<file path="src/rtl/reg_file_if.sv">
`default_nettype none
// ============================================================================
//  Module      : reg_file_if
//  Description : Writeback, decode read/issue and stall signals of reg_file.
//  Revision    : 1.0 - initial release
// ============================================================================
interface reg_file_if;
   logic [31:0] write_reg_data;
   logic        Regwrite;
   logic [4:0]  write_reg_address;
   logic [4:0]  rs1_addr;
   logic [4:0]  rs2_addr;
   logic [31:0] rs1_data;
   logic [31:0] rs2_data;
   logic        issue_valid;
   logic [4:0]  issue_rd;
   logic        keep;
   logic        nop;
   logic        stall;

   modport master (
      output write_reg_data, Regwrite, write_reg_address,
      output rs1_addr, rs2_addr, issue_valid, issue_rd, keep, nop,
      input  rs1_data, rs2_data, stall
   );

   modport slave (
      input  write_reg_data, Regwrite, write_reg_address,
      input  rs1_addr, rs2_addr, issue_valid, issue_rd, keep, nop,
      output rs1_data, rs2_data, stall
   );
endinterface
`default_nettype wire

</file>
<file path="src/rtl/reg_file.sv">
`default_nettype none
// ============================================================================
//  Module      : reg_file
//  Description : 32x32 register file, two combinational read ports and a
//                pending-write scoreboard driving a decode stall request.
//                Optional macro REGFILE_BYPASS_EN enables write-through bypass.
//  Revision    : 1.0 - initial release
// ============================================================================
module reg_file (
   input  wire logic  clk,
   input  wire logic  rst,
   reg_file_if.slave  rf
);
   logic [31:0] r_regs [1:31];
   logic [31:1] r_busy;
   logic [31:1] w_busy_next;
   logic [31:0] w_busy_ext;
   logic        w_wr_en;
   logic        w_issue;
   logic [31:0] w_stored1;
   logic [31:0] w_stored2;
   logic        w_hit1;
   logic        w_hit2;
   logic        w_stall1;
   logic        w_stall2;

   assign w_wr_en = rf.Regwrite && (rf.write_reg_address != 5'd0);
   assign w_issue = rf.issue_valid && !rf.keep && !rf.nop && (rf.issue_rd != 5'd0);

   // Clear before set so an issue to the register being written back wins:
   // the newer producer is still outstanding.
   always_comb begin
      w_busy_next = r_busy;
      if (w_wr_en) begin
         w_busy_next[rf.write_reg_address] = 1'b0;
      end
      if (w_issue) begin
         w_busy_next[rf.issue_rd] = 1'b1;
      end
      if (rf.nop) begin
         w_busy_next = '0;
      end
   end

   always_ff @(posedge clk) begin
      if (rst) begin
         for (int i = 1; i < 32; i++) begin
            r_regs[i] <= '0;
         end
         r_busy <= '0;
      end else begin
         if (w_wr_en) begin
            r_regs[rf.write_reg_address] <= rf.write_reg_data;
         end
         r_busy <= w_busy_next;
      end
   end

   // Bit 0 tied low so x0 can be looked up without a special case.
   assign w_busy_ext = {r_busy, 1'b0};

   assign w_stored1 = (rf.rs1_addr == 5'd0) ? 32'd0 : r_regs[rf.rs1_addr];
   assign w_stored2 = (rf.rs2_addr == 5'd0) ? 32'd0 : r_regs[rf.rs2_addr];
   assign w_hit1    = w_wr_en && (rf.write_reg_address == rf.rs1_addr);
   assign w_hit2    = w_wr_en && (rf.write_reg_address == rf.rs2_addr);

`ifdef REGFILE_BYPASS_EN
   assign rf.rs1_data = w_hit1 ? rf.write_reg_data : w_stored1;
   assign rf.rs2_data = w_hit2 ? rf.write_reg_data : w_stored2;
   assign w_stall1    = w_busy_ext[rf.rs1_addr] && !w_hit1;
   assign w_stall2    = w_busy_ext[rf.rs2_addr] && !w_hit2;
`else
   // Without bypass, hold decode for the cycle in which its operand lands.
   assign rf.rs1_data = w_stored1;
   assign rf.rs2_data = w_stored2;
   assign w_stall1    = w_busy_ext[rf.rs1_addr] || w_hit1;
   assign w_stall2    = w_busy_ext[rf.rs2_addr] || w_hit2;
`endif

   assign rf.stall = w_stall1 || w_stall2;
endmodule
`default_nettype wire

</file>
<file path="src/flat_wrapper.sv">
// flat-port wrapper written by rule: the top's interface ports become plain ports
module reg_file_flat 
  (clk, rst, rf_write_reg_data, rf_Regwrite, rf_write_reg_address, rf_rs1_addr, rf_rs2_addr, rf_issue_valid, rf_issue_rd, rf_keep, rf_nop, rf_rs1_data, rf_rs2_data, rf_stall);
  reg_file_if rf_i ();
  input  wire logic clk;
  input  wire logic rst;
  input wire logic [$bits(rf_i.write_reg_data)-1:0] rf_write_reg_data;
  input wire logic [$bits(rf_i.Regwrite)-1:0] rf_Regwrite;
  input wire logic [$bits(rf_i.write_reg_address)-1:0] rf_write_reg_address;
  input wire logic [$bits(rf_i.rs1_addr)-1:0] rf_rs1_addr;
  input wire logic [$bits(rf_i.rs2_addr)-1:0] rf_rs2_addr;
  input wire logic [$bits(rf_i.issue_valid)-1:0] rf_issue_valid;
  input wire logic [$bits(rf_i.issue_rd)-1:0] rf_issue_rd;
  input wire logic [$bits(rf_i.keep)-1:0] rf_keep;
  input wire logic [$bits(rf_i.nop)-1:0] rf_nop;
  output wire logic [$bits(rf_i.rs1_data)-1:0] rf_rs1_data;
  output wire logic [$bits(rf_i.rs2_data)-1:0] rf_rs2_data;
  output wire logic [$bits(rf_i.stall)-1:0] rf_stall;
  assign rf_i.write_reg_data = rf_write_reg_data;
  assign rf_i.Regwrite = rf_Regwrite;
  assign rf_i.write_reg_address = rf_write_reg_address;
  assign rf_i.rs1_addr = rf_rs1_addr;
  assign rf_i.rs2_addr = rf_rs2_addr;
  assign rf_i.issue_valid = rf_issue_valid;
  assign rf_i.issue_rd = rf_issue_rd;
  assign rf_i.keep = rf_keep;
  assign rf_i.nop = rf_nop;
  assign rf_rs1_data = rf_i.rs1_data;
  assign rf_rs2_data = rf_i.rs2_data;
  assign rf_stall = rf_i.stall;
  reg_file u_core (.clk(clk), .rst(rst), .rf(rf_i));
endmodule
</file>
<file path="config.mk">
export PLATFORM = sky130hd
export DESIGN_NAME = reg_file_flat
export DESIGN_NICKNAME = d
export VERILOG_FILES = /design/src/rtl/reg_file_if.sv /design/src/rtl/reg_file.sv /design/src/flat_wrapper.sv
export SDC_FILE = /design/constraint.sdc
export NUM_CORES = 2
export LEC_CHECK = 0
export BUFFER_PORTS_ARGS = -buffer_cell sky130_fd_sc_hd__buf_4
export CAP_MARGIN = 20
export CORE_MARGIN = 8
export CORE_UTILIZATION = 40
export CTS_CLUSTER_DIAMETER = 200
export DETAILED_ROUTE_END_ITERATION = 12
export HOLD_SLACK_MARGIN = 0.03
export PLACE_DENSITY = 0.66
export SLEW_MARGIN = 20
export SYNTH_ARGS = -nofsm -noshare
export SYNTH_HDL_FRONTEND = slang
export SYNTH_SLANG_ARGS = --single-unit
</file>
<file path="constraint.sdc">
create_clock -name clk -period 2.7 [get_ports clk]
set_clock_uncertainty 0.1 [all_clocks]
set_input_delay 0.27 -clock clk [delete_from_list [all_inputs] [get_ports clk]]
set_output_delay 0.27 -clock clk [all_outputs]
set_load 0.03 [all_outputs]
</file>
==> impl_summary.log <==
INFO  metric finalHoldViolCount = 0
INFO  metric p_leak = 22.9 nW
INFO  metric drc = 0
INFO  metric crit_slowest_cell = sky130_fd_sc_hd__mux4_2
INFO  metric die_area = 0.153 mm²
INFO  metric worstSetupPathType = reg2out
INFO  metric p_sw = 0.0103 W
INFO  metric timing.slew.headroom = 34.5%
INFO  metric area_growth = 19.1%
INFO  metric path_common_cell = sky130_fd_sc_hd__mux4_2
INFO  metric grt_antenna_before_repair = 20
INFO  metric power_dens_cells = 605 mW/mm²
INFO  metric critical_path.max_stage_delay = 0.50 ns
INFO  metric count_of_boundary_i_o_pins = 123
INFO  metric violated_checks = setup timing
INFO  metric route.final.wire_length = 190 mm
INFO  metric crit_path_max_fanout = 2
INFO  metric setup_violators_final = 65
INFO  metric grt_pass1_vias = 35600
INFO  metric placeableCoreArea = 0.140 mm²
INFO  metric tns = -10.36 ns
INFO  metric grt_first_pass_wirelength = 268 mm
INFO  metric worst-slew-pin-transition = 0.980 ns
INFO  metric crit_required = 2.33 ns
INFO  metric io_buffers = 122
INFO  metric grt_overflow_total = 0
INFO  metric achievable-frequency = 0.339 GHz
INFO  metric power.switching_fraction = 25.4%
INFO  metric finalCritPeriodShare = 109%
INFO  metric globalplace.congestion = 0.877
INFO  metric postSynthRegisterBits = 1055
INFO  metric placementRows = 137
INFO  metric syn_area = 0.0562 mm²
INFO  metric via_per_inst = 6.21
INFO  metric unrepaired_setup_endpoints_after_global_routing = yes
INFO  metric detail_route.wl_per_cell = 33.2 µm
INFO  metric drt-pass1-iter-count = 5
INFO  metric synthArstFlopShare = 0%
INFO  metric setup.worst_path.start_class = flip-flop
INFO  metric total_grt_usage = 24.5%
INFO  metric dr_total_vias = 35700
INFO  metric number_of_placed_instances_with_taps_included = 5494
INFO  metric crit_chain = mux4_2, mux4_2, nor2_2, a21oi_1, buf_4
INFO  metric internal-power = 0.0302 W
INFO  metric maxcap_violations = 0
INFO  metric timing.hold.worst.class = in2reg
INFO  metric synth_top_flop_cell = sky130_fd_sc_hd__edfxtp_1
INFO  metric synth.distinct_cells = 40
INFO  metric ff_latch_area = 0.0314 mm²
INFO  metric number_of_sinks_on_the_clock_net = 1055
INFO  metric synth_seq_area_share = 55.8%
INFO  metric run_status = finished, violations left
INFO  metric number_of_cells_traversed_by_the_worst_hold_path = 7
INFO  metric synth-warning-count = 0
INFO  metric cts-root-to-sink-buffers = 3
INFO  metric post_synth.cell_area_avg = 15.8 µm²
INFO  metric timing.final.ws_setup = -0.247 ns
INFO  metric critPathArrivalTime = 2.58 ns
INFO  metric initialDrtViolationCount = 5380
INFO  metric fp.dieH = 391 µm
INFO  metric clock_tree.htree_level_count = 3
INFO  metric ant_nets = 0
INFO  metric power.share.combinational = 15.2%
INFO  metric dpl.hpwl = 113 mm
INFO  metric finalCriticalPeriod = 2.95 ns
INFO  metric reg2regPathDepth = 3
INFO  metric worstSetupEndpointType = primary output
INFO  metric placement.setup.worst_slack = -0.140 ns
INFO  metric nets = 3829
INFO  metric combined_area_of_the_multi_input_logic_cells = 0.0244 mm²
INFO  metric yosys.area.top_type_share = 54.7%
INFO  metric final_layout_size_suffix_gt1_share = 37.5%
INFO  metric die_x = 391 µm
INFO  metric clk_transition_reported_paths = 0.06 ns
INFO  metric initial_utilization = 40.3%
INFO  metric post_synth_main_area_contributors = sky130_fd_sc_hd__edfxtp_1 (55%), sky130_fd_sc_hd__mux4_2 (25%), sky130_fd_sc_hd__and2_1 (11%)
INFO  metric power.sequential.fraction = 47.7%
INFO  metric insertion_delay = 0.72 ns
INFO  metric grt_max_degree = 38
INFO  metric cts-buffers-inserted = 107
INFO  metric postSynthCellCount = 3560
INFO  metric final-instance-count-excl-fill = 5743
INFO  metric pins_over_slew_limit = 0
INFO  metric clk_root_buffer_cell = sky130_fd_sc_hd__clkbuf_16
INFO  metric postLayoutCoreUtil = 47.9%
INFO  metric pwr-share-clk = 37.1%
INFO  metric vdd_drop_max = 556 µV
INFO  metric tritoncts = done
INFO  metric synth_largest_area_cell = sky130_fd_sc_hd__edfxtp_1
INFO  metric edff_count_synth = 1024
INFO  metric num-fill-cells = 11600
-- timing repair --
action | in CTS | in global routing
endpoints found under the setup margin | 65 | 65
pin swaps | 33 | 12
resized for setup | 231 | 31
hold endpoints to repair | 1055 | 0
hold buffers | 43 | 0
buffers inserted | 5 | 0
-- cell type report --
type	instances	area share, %
Inverter	35	0.219
Sequential cell	1055	46.9
Clock inverter	77	1.10
Clock buffer	123	4.09
Timing Repair Buffer	450	7.76
Antenna cell	5	0.0187
Tap cell	1876	3.51
Multi-Input combinational cell	2122	36.4
-- power by group through the flow --
stage | Sequential (W) | Clock [W] | Combinational (W)
detailed placement | 0.0196 | 0 | 0.00563
CTS | 0.0193 | 0.0152 | 0.00607
finish | 0.0193 | 0.0150 | 0.00614
floorplan | 0.0194 | 0 | 0.00337
global route | 0.0194 | 0.0158 | 0.00635
global placement | 0.0196 | 0 | 0.00559
-- flip-flops by register name, indices dropped and copies added (netlist names) --
name,flops
u_core.r_busy,31
u_core.r_regs,1024
-- final timing paths --
check | startpoint | endpoint | slack [ns]
min | rf_keep | u_core.r_busy[16] | 0.15
min reg2reg | u_core.r_busy[15] | u_core.r_busy[15] | 0.43
max | u_core.r_regs[15][21] | rf_rs1_data[21] | -0.25
max reg2reg | u_core.r_busy[30] | u_core.r_busy[30] | 1.32
-- placed cells by master, fill, tap and decap left out, drive strengths merged, types with 43 or more instances in the layout --
| master | n |
|---|---|
| mux4 | 621 |
| a22oi | 59 |
| nor2 | 97 |
| dlygate4sd3 | 43 |
| clkinv | 60 |
| clkbuf | 123 |
| mux2 | 65 |
| edfxtp | 1024 |
| nand2 | 78 |
| buf | 407 |
| and2 | 997 |
-- through the flow --
stage | hold slack, ns | power [W] | area (µm²)
2_1_floorplan | 0.269 | 0.0228 | 56300
3_3_place_gp | 0.413 | 0.0252 | 62000
3_5_place_dp | 0.422 | 0.0253 | 62000
4_1_cts | 0.0766 | 0.0405 | 66800
5_1_grt | 0.181 | 0.0415 | 66900
6_report | 0.145 | 0.0405 | 66900
-- synthesized netlist by cell type, types with 3 or more instances --
| library cell | count |
|---|---|
| sky130_fd_sc_hd__inv_1 | 35 |
| sky130_fd_sc_hd__a22oi_1 | 59 |
| sky130_fd_sc_hd__clkbuf_1 | 280 |
| sky130_fd_sc_hd__xnor2_1 | 10 |
| sky130_fd_sc_hd__a21oi_1 | 33 |
| sky130_fd_sc_hd__edfxtp_1 | 1024 |
| sky130_fd_sc_hd__buf_2 | 69 |
| sky130_fd_sc_hd__mux2i_1 | 12 |
| sky130_fd_sc_hd__and3_1 | 3 |
| sky130_fd_sc_hd__buf_1 | 27 |
| sky130_fd_sc_hd__nand2b_1 | 36 |
| sky130_fd_sc_hd__mux4_2 | 621 |
| sky130_fd_sc_hd__nor2_1 | 97 |
| sky130_fd_sc_hd__nor3b_1 | 5 |
| sky130_fd_sc_hd__and2_1 | 997 |
| sky130_fd_sc_hd__nor3_1 | 7 |
| sky130_fd_sc_hd__nor2b_1 | 8 |
| sky130_fd_sc_hd__nand3_1 | 4 |
| sky130_fd_sc_hd__mux2_2 | 65 |
| sky130_fd_sc_hd__dfxtp_1 | 31 |
| sky130_fd_sc_hd__nand2_1 | 78 |
| sky130_fd_sc_hd__o21ai_1 | 33 |
-- cell families (layout without fill, tap and decap cells) --
| logic type | after synthesis | count (layout) | share of synthesized area (%) |
|---|---|---|---|
| buffers and inverters | 414 | 685 | 2.95 |
| AO/OA/AOI/OAI | 138 | 138 | 1.56 |
| multiplexers | 698 | 698 | 26.4 |
| other | 1 | 37 | 0.00668 |
| AND/OR/NAND/NOR | 1244 | 1244 | 13.1 |
| XOR/XNOR | 10 | 10 | 0.156 |
| flip-flops | 1055 | 1055 | 55.8 |
-- routing by layer --
layer | vias up | track usage [%] | routed length (µm)
met5 | - | 0 | 63
met4 | 10 | 9.59 | 8020
met3 | 428 | 5.86 | 23700
met2 | 2581 | 38.0 | 87800
met1 | 18600 | 33.6 | 70800
li1 | 14100 | - | -
-- critical path, delay by kind of cell, from the launching register on --
| family | cells | cell delay [ns] |
|---|---|---|
| AO/OA/AOI/OAI | 1 | 0.09 |
| AND/OR/NAND/NOR | 1 | 0.14 |
| flip-flops | 1 | 0.43 |
| buffers and inverters | 1 | 0.21 |
| multiplexers | 2 | 0.99 |
Note: power is estimated with default switching activity, not from simulation.
